==> config.mk <==
export PLATFORM = sky130hd
export DESIGN_NAME = fetch_queue
export DESIGN_NICKNAME = d
export VERILOG_FILES = /design/src/rtl/fetch_queue_pkg.sv /design/src/rtl/fetch_queue_sync_fifo.sv /design/src/rtl/fetch_queue.sv
export SDC_FILE = /design/constraint.sdc
export NUM_CORES = 1
export LEC_CHECK = 0
export ABC_AREA = 1
export BUFFER_PORTS_ARGS = -buffer_cell sky130_fd_sc_hd__buf_2
export CAP_MARGIN = 40
export CORE_ASPECT_RATIO = 0.8
export CORE_UTILIZATION = 38
export CTS_CLUSTER_SIZE = 8
export DETAILED_ROUTE_END_ITERATION = 12
export SLEW_MARGIN = 20
export SYNTH_ARGS = -nofsm -noshare
export SYNTH_HDL_FRONTEND = slang
export SYNTH_SLANG_ARGS = --single-unit
==> constraint.sdc <==
create_clock -name CLK -period 4.24 [get_ports CLK]
set_input_delay 0.636 -clock CLK [delete_from_list [all_inputs] [get_ports CLK]]
set_output_delay 0.636 -clock CLK [all_outputs]
set_load 0.005 [all_outputs]
==> src/rtl/fetch_queue_pkg.sv <==
// Shared definitions for the instruction-fetch front end.
// Latency: n/a (types and constants only).
// Backpressure: n/a.
package fetch_queue_pkg;

  localparam int          XLEN     = 32;
  localparam logic [31:0] NOP_INST = 32'h0000_0013;

  // One queue entry: the fetched PC and the instruction word returned for it.
  typedef struct packed {
    logic [XLEN-1:0] pc;
    logic [XLEN-1:0] inst;
  } fetch_entry_t;

endpackage

==> src/rtl/fetch_queue_sync_fifo.sv <==
// Generic synchronous FIFO with clear, occupancy count and head-of-queue output.
// Latency: a pushed word is visible at head_dat the cycle after the push.
// Backpressure: none internally; the caller never pushes when full unless it also pops.
// Ports: clk, rst_n (sync, active-low), clear, push/push_dat, pop, count, head_dat.
module fetch_queue_sync_fifo #(
  parameter int WIDTH = 64,
  parameter int DEPTH = 4
) (
  input  logic                       clk,
  input  logic                       rst_n,
  input  logic                       clear,
  input  logic                       push,
  input  logic [WIDTH-1:0]           push_dat,
  input  logic                       pop,
  output logic [$clog2(DEPTH+1)-1:0] count,
  output logic [WIDTH-1:0]           head_dat
);

  localparam int AW = $clog2(DEPTH);
  localparam int CW = $clog2(DEPTH+1);

  logic [AW-1:0]    wr_ptr_q, wr_ptr_d;
  logic [AW-1:0]    rd_ptr_q, rd_ptr_d;
  logic [CW-1:0]    count_q, count_d;
  logic             mem_wr_en;
  logic [WIDTH-1:0] mem_q [DEPTH];

  always_comb begin
    wr_ptr_d  = wr_ptr_q;
    rd_ptr_d  = rd_ptr_q;
    count_d   = count_q;
    mem_wr_en = 1'b0;
    if (clear) begin
      wr_ptr_d = '0;
      rd_ptr_d = '0;
      count_d  = '0;
    end else begin
      // DEPTH is a power of two, so pointers wrap naturally.
      mem_wr_en = push;
      if (push) wr_ptr_d = wr_ptr_q + AW'(1);
      if (pop)  rd_ptr_d = rd_ptr_q + AW'(1);
      count_d = count_q + CW'(push) - CW'(pop);
    end
  end

  always_ff @(posedge clk) begin
    if (!rst_n) begin
      wr_ptr_q <= '0;
      rd_ptr_q <= '0;
      count_q  <= '0;
    end else begin
      wr_ptr_q <= wr_ptr_d;
      rd_ptr_q <= rd_ptr_d;
      count_q  <= count_d;
    end
  end

  // Push+pop while full writes the slot being read; the head is sampled before the write lands.
  always_ff @(posedge clk) begin
    if (mem_wr_en) mem_q[wr_ptr_q] <= push_dat;
  end

  assign count    = count_q;
  assign head_dat = mem_q[rd_ptr_q];

endmodule

==> src/rtl/fetch_queue.sv <==
// Instruction-fetch front end: sequential PC generator, credit-limited MMU reads, decoupling queue to decode.
// Latency: response to INST_VALID is 1 cycle (0 cycles on an empty queue when FETCH_QUEUE_BYPASS_EN is defined).
// Backpressure: INST_READY=0 fills the queue; requests stop once in-flight reads plus queued entries reach QUEUE_DEPTH.
// Ports: CLK, RST_N (sync, active-low); FLUSH/NEW_PC redirect; MEM_WAIT, INST_RDEN, INST_RIADDR request side;
//        INST_RVALID, INST_ROADDR, INST_RDATA response side; INST_VALID, INST_READY, INST_PC, INST_DATA to decode.
// Optional macro: FETCH_QUEUE_BYPASS_EN enables the empty-queue combinational response bypass.
module fetch_queue
  import fetch_queue_pkg::*;
#(
  parameter logic [31:0] START_ADDR      = 32'h2000_0000,
  parameter int          QUEUE_DEPTH     = 4,
  parameter int          MAX_OUTSTANDING = 2
) (
  input  logic            CLK,
  input  logic            RST_N,
  input  logic            FLUSH,
  input  logic [XLEN-1:0] NEW_PC,
  input  logic            MEM_WAIT,
  output logic            INST_RDEN,
  output logic [XLEN-1:0] INST_RIADDR,
  input  logic            INST_RVALID,
  input  logic [XLEN-1:0] INST_ROADDR,
  input  logic [XLEN-1:0] INST_RDATA,
  output logic            INST_VALID,
  input  logic            INST_READY,
  output logic [XLEN-1:0] INST_PC,
  output logic [XLEN-1:0] INST_DATA
);

  localparam int OW = $clog2(MAX_OUTSTANDING+1);
  localparam int CW = $clog2(QUEUE_DEPTH+1);

  logic [XLEN-1:0] pc_q, pc_d;
  logic [OW-1:0]   outstanding_q, outstanding_d;
  logic [OW-1:0]   drop_q, drop_d;

  logic            accept;
  logic            rsp_vld;
  logic            rsp_keep;
  logic            byp_vld;
  logic            push;
  logic            pop;
  logic [CW-1:0]   q_count;
  logic            q_nonempty;
  fetch_entry_t    q_head;
  fetch_entry_t    rsp_entry;

  assign q_nonempty = (q_count != '0);
  assign rsp_entry  = '{pc: INST_ROADDR, inst: INST_RDATA};

  // A response with nothing in flight can only be a leftover from before reset; ignore it.
  assign rsp_vld  = RST_N && INST_RVALID && (outstanding_q != '0);
  assign rsp_keep = rsp_vld && (drop_q == '0) && !FLUSH;

  // Credit: every accepted read is guaranteed a queue slot when it returns.
  assign INST_RDEN   = RST_N && !FLUSH && (outstanding_q < OW'(MAX_OUTSTANDING))
                     && ((32'(outstanding_q) + 32'(q_count)) < 32'(QUEUE_DEPTH));
  assign INST_RIADDR = FLUSH ? '0 : pc_q;
  assign accept      = INST_RDEN && !MEM_WAIT;

`ifdef FETCH_QUEUE_BYPASS_EN
  assign byp_vld = rsp_keep && !q_nonempty;
`else
  assign byp_vld = 1'b0;
`endif

  // A bypassed response taken by decode this cycle never enters the queue.
  assign push = rsp_keep && !(byp_vld && INST_READY);
  assign pop  = q_nonempty && INST_READY && !FLUSH;

  always_comb begin
    INST_VALID = 1'b0;
    INST_PC    = '0;
    INST_DATA  = NOP_INST;
    if (q_nonempty) begin
      INST_VALID = 1'b1;
      INST_PC    = q_head.pc;
      INST_DATA  = q_head.inst;
    end else if (byp_vld) begin
      INST_VALID = 1'b1;
      INST_PC    = INST_ROADDR;
      INST_DATA  = INST_RDATA;
    end
  end

  always_comb begin
    pc_d          = pc_q;
    drop_d        = drop_q;
    outstanding_d = outstanding_q + OW'(accept) - OW'(rsp_vld);
    if (FLUSH) begin
      pc_d   = NEW_PC;
      // Every read still in flight after this cycle belongs to the old stream,
      // including any not yet dropped from an earlier flush.
      drop_d = outstanding_q - OW'(rsp_vld);
    end else begin
      if (accept) pc_d = pc_q + 32'd4;
      if (rsp_vld && (drop_q != '0)) drop_d = drop_q - OW'(1);
    end
  end

  always_ff @(posedge CLK) begin
    if (!RST_N) begin
      pc_q          <= START_ADDR;
      outstanding_q <= '0;
      drop_q        <= '0;
    end else begin
      pc_q          <= pc_d;
      outstanding_q <= outstanding_d;
      drop_q        <= drop_d;
    end
  end

  fetch_queue_sync_fifo #(
    .WIDTH ($bits(fetch_entry_t)),
    .DEPTH (QUEUE_DEPTH)
  ) u_queue (
    .clk      (CLK),
    .rst_n    (RST_N),
    .clear    (FLUSH),
    .push     (push),
    .push_dat (rsp_entry),
    .pop      (pop),
    .count    (q_count),
    .head_dat (q_head)
  );

endmodule

==> results.rst <==
.. list-table::
   :header-rows: 1

   * - Metric
     - Value
   * - Status
     - finished clean
   * - Max transition margin
     - 46.7%
   * - Die Footprint
     - 35,400 µm²
   * - Startpoint Class
     - flop
   * - R2r worst-path depth
     - 10
   * - Path class of the lowest-slack min-delay path
     - primary input to flop
   * - Max Transition Viols Final
     - 0
   * - Port Buffer Count
     - 199
   * - Placer Congestion
     - 0.865
   * - Cell taking the most area after synthesis
     - sky130_fd_sc_hd__edfxtp_1
   * - Largest cells by area after synthesis
     - sky130_fd_sc_hd__edfxtp_1 58%, sky130_fd_sc_hd__nor2_1 10%, sky130_fd_sc_hd__dfxtp_1 6.8%
   * - Origin of the critical flop-to-flop path
     - u_queue.count[1]$_SDFF_PP0_
   * - Area after DPL
     - 14,600 µm²
   * - Vias in the first global route
     - 9,745
   * - Layout cell share with drive strength beyond 1
     - 18.9%
   * - Gates resized, CTS repair
     - 0
   * - End of the worst register-to-register path
     - u_queue.count[2]$_SDFF_PP0_
   * - Number of endpoints with negative hold slack in the final report
     - 0
   * - Required time worst endpoint
     - 3.60 ns
   * - Count of clock tree sinks
     - 301
   * - Period minus WS final
     - 3.69 ns
   * - CTS H-tree depth
     - 2
   * - Period Utilization, post-route
     - 87.1%
   * - Vias per Instance
     - 4.95
   * - Leading post-synthesis cells by instance count
     - 362 x sky130_fd_sc_hd__nor2_1, 256 x sky130_fd_sc_hd__edfxtp_1, 148 x sky130_fd_sc_hd__o21ai_0
   * - Highest net fanout along the worst path
     - 74
   * - Asr flop ratio synth
     - 0%
   * - Cell area power density
     - 417 nW/µm²
   * - Die Width
     - 210 µm
   * - Clock skew
     - 0.0119 ns
   * - Pre-CTS setup slack
     - 1.10 ns
   * - Worst Setup Slack, final
     - 0.547 ns
   * - Overall overflow remaining after global route
     - 0
   * - Global-route wire length before repair
     - 52,800 µm
   * - Pin count of the biggest net entering global routing
     - 75
   * - Post-synthesis cell count
     - 1,324
   * - Post-detailed-route DRC marker count
     - 0
   * - Die H
     - 169 µm
   * - Total of max-cap violations
     - 0
   * - CTS Hold Buffers Added
     - 0
   * - Clk pin slew, worst setup/hold paths
     - 0.05 ns
   * - Initial drt markers
     - 736
   * - Number of standard-cell rows in the floorplan
     - 60
   * - Fraction of the yosys area taken by sequential cells
     - 65.2%
   * - Leakage power
     - 6.19 nW
   * - F_max
     - 0.271 GHz
   * - Post-Synthesis Mean Instance Area
     - 9.95 µm²
   * - Fillers
     - 3,258
   * - Clk Latency, worst-skew pair
     - 0.53 ns
   * - Register bit count reported by yosys
     - 301
   * - End point of the worst hold path
     - u_queue.mem_q[3][14]$_DFFE_PP_
   * - Worst Max-Slew Pin Slew
     - 0.800 ns
   * - Number of enable-type register cells in the synthesized netlist
     - 256
   * - Total number of vias
     - 9,912
   * - First-pass iteration count of the detailed router
     - 5
   * - Critical setup path kind
     - flop to output port
   * - CP peak stage delay
     - 0.70 ns
   * - RSZ-0062 raised after global routing
     - false
   * - Hold-critical path depth
     - 1
   * - Final total negative setup slack
     - 0 ns
   * - Setup Fix Bufs, Post-CTS
     - 0
   * - Routed WL
     - 33,700 µm
   * - Startpoint of the most critical hold path
     - INST_RDATA[14]
   * - CP Data Arrival Time
     - 3.06 ns
   * - Nets in the synthesized netlist
     - 1,439
   * - Final HPWL DP
     - 20,700 µm
   * - Number of nets in the final layout
     - 1,635
   * - Total clock buffers created by CTS
     - 43
   * - Count of distinct cell types in the synthesized netlist
     - 35
   * - Wire length per cell
     - 16.8 µm
   * - Antenna violations before repair
     - 9
   * - Reg-to-reg setup timing slack
     - 1.91 ns
   * - Final hold slack
     - 0.311 ns
   * - Maximum buffer depth of the clock tree
     - 3
   * - Critical path, cell by cell
     - inv_2 -> buf_4 -> o21ai_0 -> a21oi_1 -> buf_2
   * - Cell chosen for the clock root
     - sky130_fd_sc_hd__clkbuf_16
   * - Cell at the slowest stage of the critical path
     - sky130_fd_sc_hd__inv_2
   * - Core outline area
     - 33,900 µm²
   * - Endpoint kind of the worst setup timing path
     - output port
   * - Total GRT Usage
     - 19.0%
   * - Number of warnings reported in the yosys synthesis log
     - 0
   * - Synthesized cell area
     - 13,200 µm²
   * - Most used standard cell by instance count after synthesis
     - sky130_fd_sc_hd__nor2_1
   * - Final-report setup violation count
     - 0
   * - CTS tree
     - done
   * - Cell area after layout
     - 15,900 µm²
   * - Proportion of netlist area held by the largest area contributor
     - 58.4%
   * - Num ports
     - 200
   * - Starting Density
     - 38.9%
   * - Number of routed nets with antenna violations
     - 0
   * - Predominant post-synthesis flop cell
     - sky130_fd_sc_hd__edfxtp_1
   * - Area Overhead vs Synth
     - 20.5%
   * - Maximum ir drop on the vdd rail
     - 0.287 mV
report_power, final:
| part | leakage, nW | switching [W] | internal, W | total (W) |
|---|---|---|---|---|
| Sequential | 2.67 | 0.0000368 | 0.00325 | 0.00329 |
| Combinational | 2.95 | 0.000182 | 0.000109 | 0.000291 |
| Clock | 0.568 | 0.00121 | 0.00184 | 0.00304 |
| Total | 6.19 | 0.00142 | 0.00519 | 0.00662 |
metal layers:
metal,up-vias,GRT usage [%],wire [µm]
met5,-,0,44
met4,8,5.11,554
met3,55,5.05,2310
li1,4870,-,-
met1,4722,25.7,15400
met2,257,30.3,15400
state kept, by name, indices dropped and copies added, names as in the netlist, named ones only:
| signal | cells |
|---|---|
| drop_q | 2 |
| outstanding_q | 2 |
| pc_q | 32 |
| u_queue.count | 3 |
| u_queue.mem_q | 256 |
| u_queue.rd_ptr_q | 2 |
| u_queue.wr_ptr_q | 2 |
placed cells by master (no fill, tap or decap), types with 15 or more instances in the layout:
cell,count
sky130_fd_sc_hd__inv_1,85
sky130_fd_sc_hd__nand3_1,47
sky130_fd_sc_hd__edfxtp_1,256
sky130_fd_sc_hd__o21ai_0,148
sky130_fd_sc_hd__nor2_1,358
sky130_fd_sc_hd__buf_4,15
sky130_fd_sc_hd__a21oi_1,83
sky130_fd_sc_hd__buf_2,199
sky130_fd_sc_hd__clkbuf_16,43
sky130_fd_sc_hd__nand2_1,133
sky130_fd_sc_hd__dfxtp_1,43
sky130_fd_sc_hd__o21ai_1,17
worst max-delay path by stage:
stage | startpoint | end | slack [ns]
2_1_floorplan | RST_N | u_queue.mem_q[0][0]$_DFFE_PP_ | 0.09
3_3_place_gp | flop | INST_PC[21] | 1.17
3_5_place_dp | flop | INST_PC[2] | 1.10
4_1_cts | flop | INST_PC[2] | 0.51
5_1_grt | flop | INST_PC[2] | 0.27
6_report | flop | INST_PC[2] | 0.55
cell type report:
| class | count | area, µm² | area share (%) |
|---|---|---|---|
| repair buffers | 218 | 1190 | 7.48 |
| inverters | 100 | 375 | 2.36 |
| diodes | 4 | 10.0 | 0.0631 |
| well taps | 465 | 582 | 3.67 |
| clock buffers | 56 | 1120 | 7.09 |
| flip-flops and latches | 301 | 8590 | 54.1 |
| multi-input cells | 856 | 3940 | 24.8 |
| clock inverters | 3 | 55.1 | 0.347 |
cell families after synthesis:
kind of cell    Yosys count  share of synthesized area, %
buf+inv                 167                          5.13
xor+xnor                  5                         0.333
compound gates          260                          10.2
fa+ha+maj                13                          1.29
mux                       1                        0.0760
flops                   301                          65.2
simple gates            577                          17.8
critical path, delay by kind of cell, from the launching register on:
| kind | cells | cell delay (ns) |
|---|---|---|
| AOI/OAI and AO/OA | 2 | 0.45 |
| buffers and inverters | 3 | 1.43 |
| DFF | 1 | 0.56 |
per-stage QoR:
stage	cells	util (%)	total power [W]
floorplan	1324	-	0.00350
global placement	1938	43.2	0.00362
detailed placement	1938	43.2	0.00363
CTS	1997	46.7	0.00670
global route	2000	46.9	0.00686
finish	2003	46.9	0.00662
(Power assumes the default switching activity.)
